===== src/rtl/matrix_stream_reader.sv =====
// matrix_stream_reader
// Read-side client of the matrix storage. Walks one stored matrix element by
// element, drives the display-channel read address, absorbs the storage's
// one-cycle read latency and streams each element over valid/ready with
// row-end and last markers. Never writes storage.
//
// Optional build macro MATRIX_READER_TRANSPOSE_EN adds i_transpose, which
// selects column-major traversal (row index as the inner loop). Without the
// macro the reader is row-major only.
//
// Handshake: o_elem_valid rises in SEND and stays high, with o_elem_data,
// o_row_end and o_last held stable, until a cycle in which i_elem_ready is
// also high; that rising edge is the transfer. Valid never drops without a
// transfer except on reset.
module matrix_stream_reader #(
  parameter int ADDR_W  = 8,
  parameter int DATA_W  = 32,
  parameter int DIM_W   = 3,
  parameter int MAX_DIM = 5
) (
  input  logic              clk,
  input  logic              rst,
  input  logic              i_start,
  input  logic [ADDR_W-1:0] i_base,
  input  logic [DIM_W-1:0]  i_rows,
  input  logic [DIM_W-1:0]  i_cols,
`ifdef MATRIX_READER_TRANSPOSE_EN
  input  logic              i_transpose,
`endif
  output logic [ADDR_W-1:0] o_rd_addr,
  input  logic [DATA_W-1:0] i_rd_data,
  output logic [DATA_W-1:0] o_elem_data,
  output logic              o_elem_valid,
  input  logic              i_elem_ready,
  output logic              o_row_end,
  output logic              o_last,
  output logic              o_busy,
  output logic              o_done,
  output logic              o_err,
  output logic [2:0]        o_dbg_state
);

  typedef enum logic [2:0] {
    S_IDLE = 3'd0,
    S_RD   = 3'd1,
    S_CAP  = 3'd2,
    S_SEND = 3'd3,
    S_DONE = 3'd4
  } state_t;

  localparam logic [DIM_W-1:0] C_MAX = DIM_W'(MAX_DIM);
  localparam logic [DIM_W-1:0] C_ONE = DIM_W'(1);

  state_t              r_state;
  state_t              w_next_state;

  logic [ADDR_W-1:0]   r_base;
  logic [DIM_W-1:0]    r_rows;
  logic [DIM_W-1:0]    r_cols;
  logic [DIM_W-1:0]    r_r;
  logic [DIM_W-1:0]    r_c;
  logic                r_err;
  logic [ADDR_W-1:0]   r_rd_addr;
  logic [DATA_W-1:0]   r_elem_data;
  logic                r_row_end;
  logic                r_last;

  logic                w_col_major;
  logic                w_accept;
  logic                w_zero;
  logic                w_oversize;
  logic                w_req_ok;
  logic                w_r_at_end;
  logic                w_c_at_end;
  logic                w_handshake;
  logic                w_advance;
  logic [DIM_W-1:0]    w_next_r;
  logic [DIM_W-1:0]    w_next_c;
  logic [2*DIM_W-1:0]  w_prod;
  logic [ADDR_W-1:0]   w_next_addr;

`ifdef MATRIX_READER_TRANSPOSE_EN
  logic                r_transpose;

  // Traversal order is latched with the request so it cannot change mid-walk
  always_ff @(posedge clk or posedge rst) begin
    if (rst) begin
      r_transpose <= 1'b0;
    end else if (w_accept) begin
      r_transpose <= i_transpose;
    end
  end

  assign w_col_major = r_transpose;
`else
  assign w_col_major = 1'b0;
`endif

  // Request qualification; empty matrices finish quietly, oversize ones flag an error
  assign w_accept    = (r_state == S_IDLE) && i_start;
  assign w_zero      = (i_rows == '0) || (i_cols == '0);
  assign w_oversize  = (i_rows > C_MAX) || (i_cols > C_MAX);
  assign w_req_ok    = !w_zero && !w_oversize;

  assign w_r_at_end  = (r_r == (r_rows - C_ONE));
  assign w_c_at_end  = (r_c == (r_cols - C_ONE));
  assign w_handshake = (r_state == S_SEND) && i_elem_ready;
  assign w_advance   = w_handshake && !r_last;

  // Next element indices: inner loop is the column (row-major) or the row (column-major)
  always_comb begin
    w_next_r = r_r;
    w_next_c = r_c;
    if (w_col_major) begin
      if (w_r_at_end) begin
        w_next_r = '0;
        w_next_c = r_c + C_ONE;
      end else begin
        w_next_r = r_r + C_ONE;
      end
    end else begin
      if (w_c_at_end) begin
        w_next_c = '0;
        w_next_r = r_r + C_ONE;
      end else begin
        w_next_c = r_c + C_ONE;
      end
    end
  end

  // Linear address of the next element; the sum wraps modulo 2^ADDR_W
  assign w_prod      = {{DIM_W{1'b0}}, w_next_r} * {{DIM_W{1'b0}}, r_cols};
  assign w_next_addr = r_base + ADDR_W'(w_prod) + ADDR_W'(w_next_c);

  // FSM state register
  always_ff @(posedge clk or posedge rst) begin
    if (rst) begin
      r_state <= S_IDLE;
    end else begin
      r_state <= w_next_state;
    end
  end

  // FSM next-state logic
  always_comb begin
    w_next_state = r_state;
    case (r_state)
      S_IDLE: begin
        if (i_start) begin
          w_next_state = w_req_ok ? S_RD : S_DONE;
        end
      end
      S_RD:   w_next_state = S_CAP;
      S_CAP:  w_next_state = S_SEND;
      S_SEND: begin
        if (i_elem_ready) begin
          w_next_state = r_last ? S_DONE : S_RD;
        end
      end
      S_DONE: w_next_state = S_IDLE;
      default: w_next_state = S_IDLE;
    endcase
  end

  // FSM outputs; markers are only meaningful alongside valid so they are gated by SEND
  always_comb begin
    o_elem_valid = 1'b0;
    o_row_end    = 1'b0;
    o_last       = 1'b0;
    o_busy       = 1'b1;
    o_done       = 1'b0;
    o_err        = 1'b0;
    case (r_state)
      S_IDLE: o_busy = 1'b0;
      S_SEND: begin
        o_elem_valid = 1'b1;
        o_row_end    = r_row_end;
        o_last       = r_last;
      end
      S_DONE: begin
        o_done = 1'b1;
        o_err  = r_err;
      end
      default: ;
    endcase
  end

  // Latch the request; geometry and base stay frozen until the next accepted start
  always_ff @(posedge clk or posedge rst) begin
    if (rst) begin
      r_base <= '0;
      r_rows <= '0;
      r_cols <= '0;
      r_err  <= 1'b0;
    end else if (w_accept) begin
      r_base <= i_base;
      r_rows <= i_rows;
      r_cols <= i_cols;
      r_err  <= w_oversize;
    end
  end

  // Element indices: cleared at start, stepped once per accepted non-final transfer
  always_ff @(posedge clk or posedge rst) begin
    if (rst) begin
      r_r <= '0;
      r_c <= '0;
    end else if (w_accept) begin
      r_r <= '0;
      r_c <= '0;
    end else if (w_advance) begin
      r_r <= w_next_r;
      r_c <= w_next_c;
    end
  end

  // Read address is loaded on entry to RD and held otherwise so the mux sees no glitches
  always_ff @(posedge clk or posedge rst) begin
    if (rst) begin
      r_rd_addr <= '0;
    end else if (w_accept && w_req_ok) begin
      r_rd_addr <= i_base;
    end else if (w_advance) begin
      r_rd_addr <= w_next_addr;
    end
  end

  // Capture storage data one cycle after the address, together with its markers
  always_ff @(posedge clk or posedge rst) begin
    if (rst) begin
      r_elem_data <= '0;
      r_row_end   <= 1'b0;
      r_last      <= 1'b0;
    end else if (r_state == S_CAP) begin
      r_elem_data <= i_rd_data;
      r_row_end   <= w_col_major ? w_r_at_end : w_c_at_end;
      r_last      <= w_r_at_end && w_c_at_end;
    end
  end

  assign o_rd_addr   = r_rd_addr;
  assign o_elem_data = r_elem_data;
  assign o_dbg_state = r_state;

endmodule


===== config.mk =====
export PLATFORM = sky130hd
export DESIGN_NAME = matrix_stream_reader
export DESIGN_NICKNAME = d
export VERILOG_FILES = /design/src/rtl/matrix_stream_reader.sv
export SDC_FILE = /design/constraint.sdc
export NUM_CORES = 1
export LEC_CHECK = 0
export ABC_CLOCK_PERIOD_IN_PS = 10900
export BUFFER_PORTS_ARGS = -buffer_cell sky130_fd_sc_hd__buf_2
export CORE_MARGIN = 1
export CORE_UTILIZATION = 50
export DETAILED_ROUTE_END_ITERATION = 10
export PLACE_DENSITY = 0.77
export SLEW_MARGIN = 10
export SYNTH_ARGS = -nofsm -noshare
export SYNTH_HDL_FRONTEND = slang
export SYNTH_SLANG_ARGS = --single-unit

===== constraint.sdc =====
create_clock -name clk -period 10.9 [get_ports clk]
set_input_delay 0.545 -clock clk [delete_from_list [all_inputs] [get_ports clk]]
set_output_delay 0.545 -clock clk [all_outputs]
set_load 0.05 [all_outputs]

# Yosys cells after proc, flatten, opt, wreduce, memory -nomap -nowiden

Index checks and enable logic that the tools add are counted.

Reduce and logical (&&, ||, !) cells: 17
Magnitude comparators: 2
Multipliers: 1
Shifts and indexed selects: 0
Eq/ne operators: 8
Muxes and demuxes: 19
$add $sub $neg: 6
Divide/modulo/power cells: 0
Bitwise logic cells: 0

Operators with widths:

| kind                | number |
|---|---|
| $mux 3              | 10 |
| $mux 8              | 2 |
| $pmux 3 s4          | 1 |
| $logic_not 3->1     | 3 |
| $add 8x3->8         | 1 |
| $add 8x6->8         | 1 |
| $add 3x1->3 const B | 2 |
| $eq 3x2->1 const B  | 2 |
| $eq 3x3->1          | 2 |
| $gt 3x3->1 const B  | 2 |
| $logic_and 1x1->1   | 6 |
| $mul 3x3->6         | 1 |
| $mux 1              | 6 |
| $sub 3x1->3 const B | 2 |
| $ne 2x2->1 const B  | 2 |
| $reduce_bool 2->1   | 2 |
| $eq 3x1->1 const B  | 1 |
| $eq 3x3->1 const B  | 1 |
| $logic_not 1->1     | 3 |
| $logic_or 1x1->1    | 2 |
| $reduce_and 2->1    | 1 |

Memory bits (read-only): 0
Word-level logic and storage cells: 64
Register bits: 66
Latch bits: 0
Output and inout bits: 49
Memories kept: 0
Input bits: 50
Memory bits (writable): 0

# Longest topological paths before layout

Depth after elaboration: 8
Depth in mapped cells: 18
Depth with buffers taken out: 17

# Worst setup path before layout

No wires, ideal clock.

Path type: reg2reg
Start point: register r_cols[0]
End point: register r_rd_addr[5] (netlist: o_rd_addr[5])
Clock period less this slack: 4.478 ns
Data required time: 10.774 ns
Setup time: 0.126 ns
Buffers on the path: 1
Cell stages (with the launch flop): 17
Setup slack: 6.422 ns
Arrival: 4.352 ns
Path through: dfrtp_1 inv_1 ha_1 xor2_1 and3_1 clkbuf_1 mux2i_1 nand2b_1 fa_1 fa_1 fa_1 inv_1 fa_1 a21o_1 a211oi_1 nor3_1 a221o_1

Longest elaborated chain between the ends: 8
Elaborated cells between the ends (all ways): 9
Classes of those cells: 3 x add/sub; 1 x mul; 1 x eq/ne; 4 x mux

Ends and longest elaborated chain:

| what                     | RTL line | source |
|---|---|---|
| start: declaration       | 59       | `logic [DIM_W-1:0] r_cols;` |
| start signal: assignment | 198      | `r_cols <= i_cols;` |
| $sub 3x1->3              | 106      | `assign w_c_at_end = (r_c == (r_cols - C_ONE));` |
| $eq 3x3->1               | 106      |  |
| $mux 3                   | 122      | `if (w_c_at_end) begin` |
| $mul 3x3->6              | 132      | `assign w_prod = {{DIM_W{1'b0}}, w_next_r} * {{DIM_W{1'b0}}, r_cols};` |
| $add 8x6->8              | 133      | `assign w_next_addr = r_base + ADDR_W'(w_prod) + ADDR_W'(w_next_c);` |
| $add 8x3->8 *            | 133      |  |
| $mux 8 *                 | 223      | `end else if (w_advance) begin` |
| $mux 8 *                 | 221      | `end else if (w_accept && w_req_ok) begin` |
| end signal: assignment   | 222      | `r_rd_addr <= i_base;` |
| end signal: assignment   | 224      | `r_rd_addr <= w_next_addr;` |
| end: declaration         | 63       | `logic [ADDR_W-1:0] r_rd_addr;` |

Mark *: on every way between the ends. The rest lies on a longest branch, timed or not. The select of a mux whose other input is x is not followed.
A chain may end at the register's enable or synchronous reset.

# Worst setup path after layout

Start point: register r_cols[0]
End point: register r_rd_addr[7] (netlist: o_rd_addr[7])

Same word-level chain as after synthesis.

==> results.cfg <==
[clocking]
postCtsResizedCells = 0
tritoncts = built
clock_sinks = 66
clk_latency_ns = 0.35
cts-root-buf = clkbuf_8
htree_levels = 3
postCtsSetupBuffers = 0
numCtsBuffers = 9
clkTransAtPathRegs_ns = 0.08
clock_path_buffers = 2
cts_hold_buf = 0

[drt]
dr.pass1.iters = 4
wl_mm = 7.41
drtIter0Drc = 96
num_vias = 2570
drtAntennaViolNets = 0
viasPerCell = 5.39
drc = 0
post_drt_wl_per_cell_um = 15.5

[timing]
slew_headroom_pct = 45.6
skew_ns = 0.00875
final_hold_viol_count = 0
tightest_slew_ns = 0.817
slew_viol_final = 0
period_share_pct = 44.0
finalSetupViolations = 0
max_freq_ghz = 0.208
fin_crit_ns = 4.80
finalSetupTns_ns = 0
rsz0062_at_grt = false

[place]
port_buffers = 98
dp_hpwl_mm = 5.49
gp_congestion = 0.837

[global_routing]
grt_max_degree = 67
grt_usage_pct = 22.2
antenna_found_initial = 0
grt_pass1_wl_mm = 12.4
overflow = 0
grt_pass1_vias = 2742

[yosys]
ys_top_cells_by_count = dfrtp_1, mux2_2, nand2_1
avgSynthCellArea_um2 = 11.8
synth-edff-count = 0
syn_area_um2 = 3470
synth-async-reset-ratio_pct = 100
ys_types = 49
synth_top_area_share_pct = 47.6
synth-seq-cells = 66
syn-instance-count = 294
yosys.area.top_type = dfrtp_1
ys_seq_area_share_pct = 47.6
yosys_warnings = 0
synth_ff_type = dfrtp_1
synth_fp_nets = 369
synth_most_common_cell = dfrtp_1
synth.area.top_cells = dfrtp_1, mux2_2, ha_1, fa_1, nand2_1

[status]
status = finished clean

[setup_path]
r2r_setup_slack_ns = 6.10
required_ns = 11.19
arrival_ns = 5.09
start_kind = flip-flop
critPathKind = reg2reg
critPathCaptureType = flip-flop
path_max_fanout = 5

[floorplan]
start_util_pct = 53.1
die_w_um = 85.3
die_h_um = 85.3
core_area_um2 = 6530
die_area_um2 = 7280
rows = 29
ios = 99

[cells_and_area]
nets = 470
area_delta_synth_final_pct = 22.1
fillerInstances = 519
drive_gt1_share_pct = 43.5
antennaDiodeCount = 0

[worst_hold_path]
hold_class = in2reg

[flow_run]
maxCapViolCount = 0
routing by layer:
metal  GRT usage [%]  wire length, µm  vias to the layer above
met4            14.1              219                        0
met2            35.4             3670                       82
met1            27.7             3160                     1235
met3            4.86              359                       21
met5               0                0                        -
li1                -                -                     1232
stage by stage:
step | worst slack (ns) | instance area (µm²) | hold slack, ns | util [%] | instances
final | 6.10 | 4240 | 0.418 | 64.9 | 477
after detailed placement | 6.20 | 4030 | 0.467 | 61.8 | 461
after global placement | 6.33 | 4030 | 0.459 | 61.8 | 461
after floorplan | 6.42 | 3470 | 0.464 | - | 294
after CTS | 6.13 | 4240 | 0.403 | 64.9 | 477
after global routing | 5.83 | 4240 | 0.413 | 64.9 | 477
worst max-delay path: stages, from the launching register on:
cell and delay, ns:
dfrtp_1 0.39, inv_1 0.09, ha_1 0.31, xor2_1 0.24
and3_1 0.33, mux2i_1 0.30, nand2b_1 0.17, fa_1 0.45
fa_1 0.51, fa_1 0.57, inv_1 0.07, fa_1 0.49
a211oi_1 0.28, o21ai_0 0.19, a211o_1 0.28, nand3_1 0.07
state kept, by name, indices dropped and copies added, names as in the netlist:
| register | count |
|---|---|
| r_last | 1 |
| r_c | 3 |
| r_cols | 3 |
| r_err | 1 |
| o_elem_data | 32 |
| r_row_end | 1 |
| o_dbg_state | 3 |
| r_r | 3 |
| r_base | 8 |
| r_rows | 3 |
| o_rd_addr | 8 |
cells in the final DEF (no fill, tap or decap), types with 5 or more instances in the layout:
cell      Yosys  final
buf_2         0     98
clkbuf_8      1     10
dfrtp_1      66     66
fa_1          7      7
ha_1         18     18
inv_1        17     16
mux2_2       40     40
nand2_1      20     20
nand2b_1      5      5
nor2_1       16     16
nor2b_1       6      6
nor3_1        7      7
o21ai_0      13     13
xnor2_1       6      6
cells by family (layout without fill, tap and decap cells):
family | count (synthesis) | after routing | share of synthesized area [%]
adder cells (fa/ha/maj) | 25 | 25 | 10.5
multiplexers | 44 | 44 | 14.1
XOR/XNOR | 10 | 10 | 2.92
AO/OA/AOI/OAI | 42 | 42 | 8.72
flip-flops | 66 | 66 | 47.6
AND/OR/NAND/NOR | 79 | 79 | 12.6
buffers and inverters | 28 | 134 | 3.53
area by class of cell:
| cell class | instances | area, µm² | share of cell area (%) |
|---|---|---|---|
| repair buffers | 101 | 513 | 12.1 |
| flip-flops and latches | 66 | 1650 | 39.0 |
| well taps | 77 | 96.3 | 2.27 |
| clock buffers | 10 | 138 | 3.25 |
| inverters | 17 | 63.8 | 1.51 |
| clock inverters | 6 | 66.3 | 1.56 |
| multi-input cells | 200 | 1710 | 40.3 |
path summary, 6_finish.rpt:
check / to / depth (start not counted) / from
min: r_base[7] / 3 / i_base[7]
max in group asynchronous: r_base[0] / 3 / rst
max: o_rd_addr[7] / 15 / r_cols[0]
max reg2reg: o_rd_addr[7] / 15 / r_cols[0]
min reg2reg: o_rd_addr[1] / 1 / o_rd_addr[1]
min in group asynchronous: o_elem_data[10] / 3 / rst
Power is not shown: default switching activity piles up to over one toggle a cycle in this logic, so the estimate is an artifact.
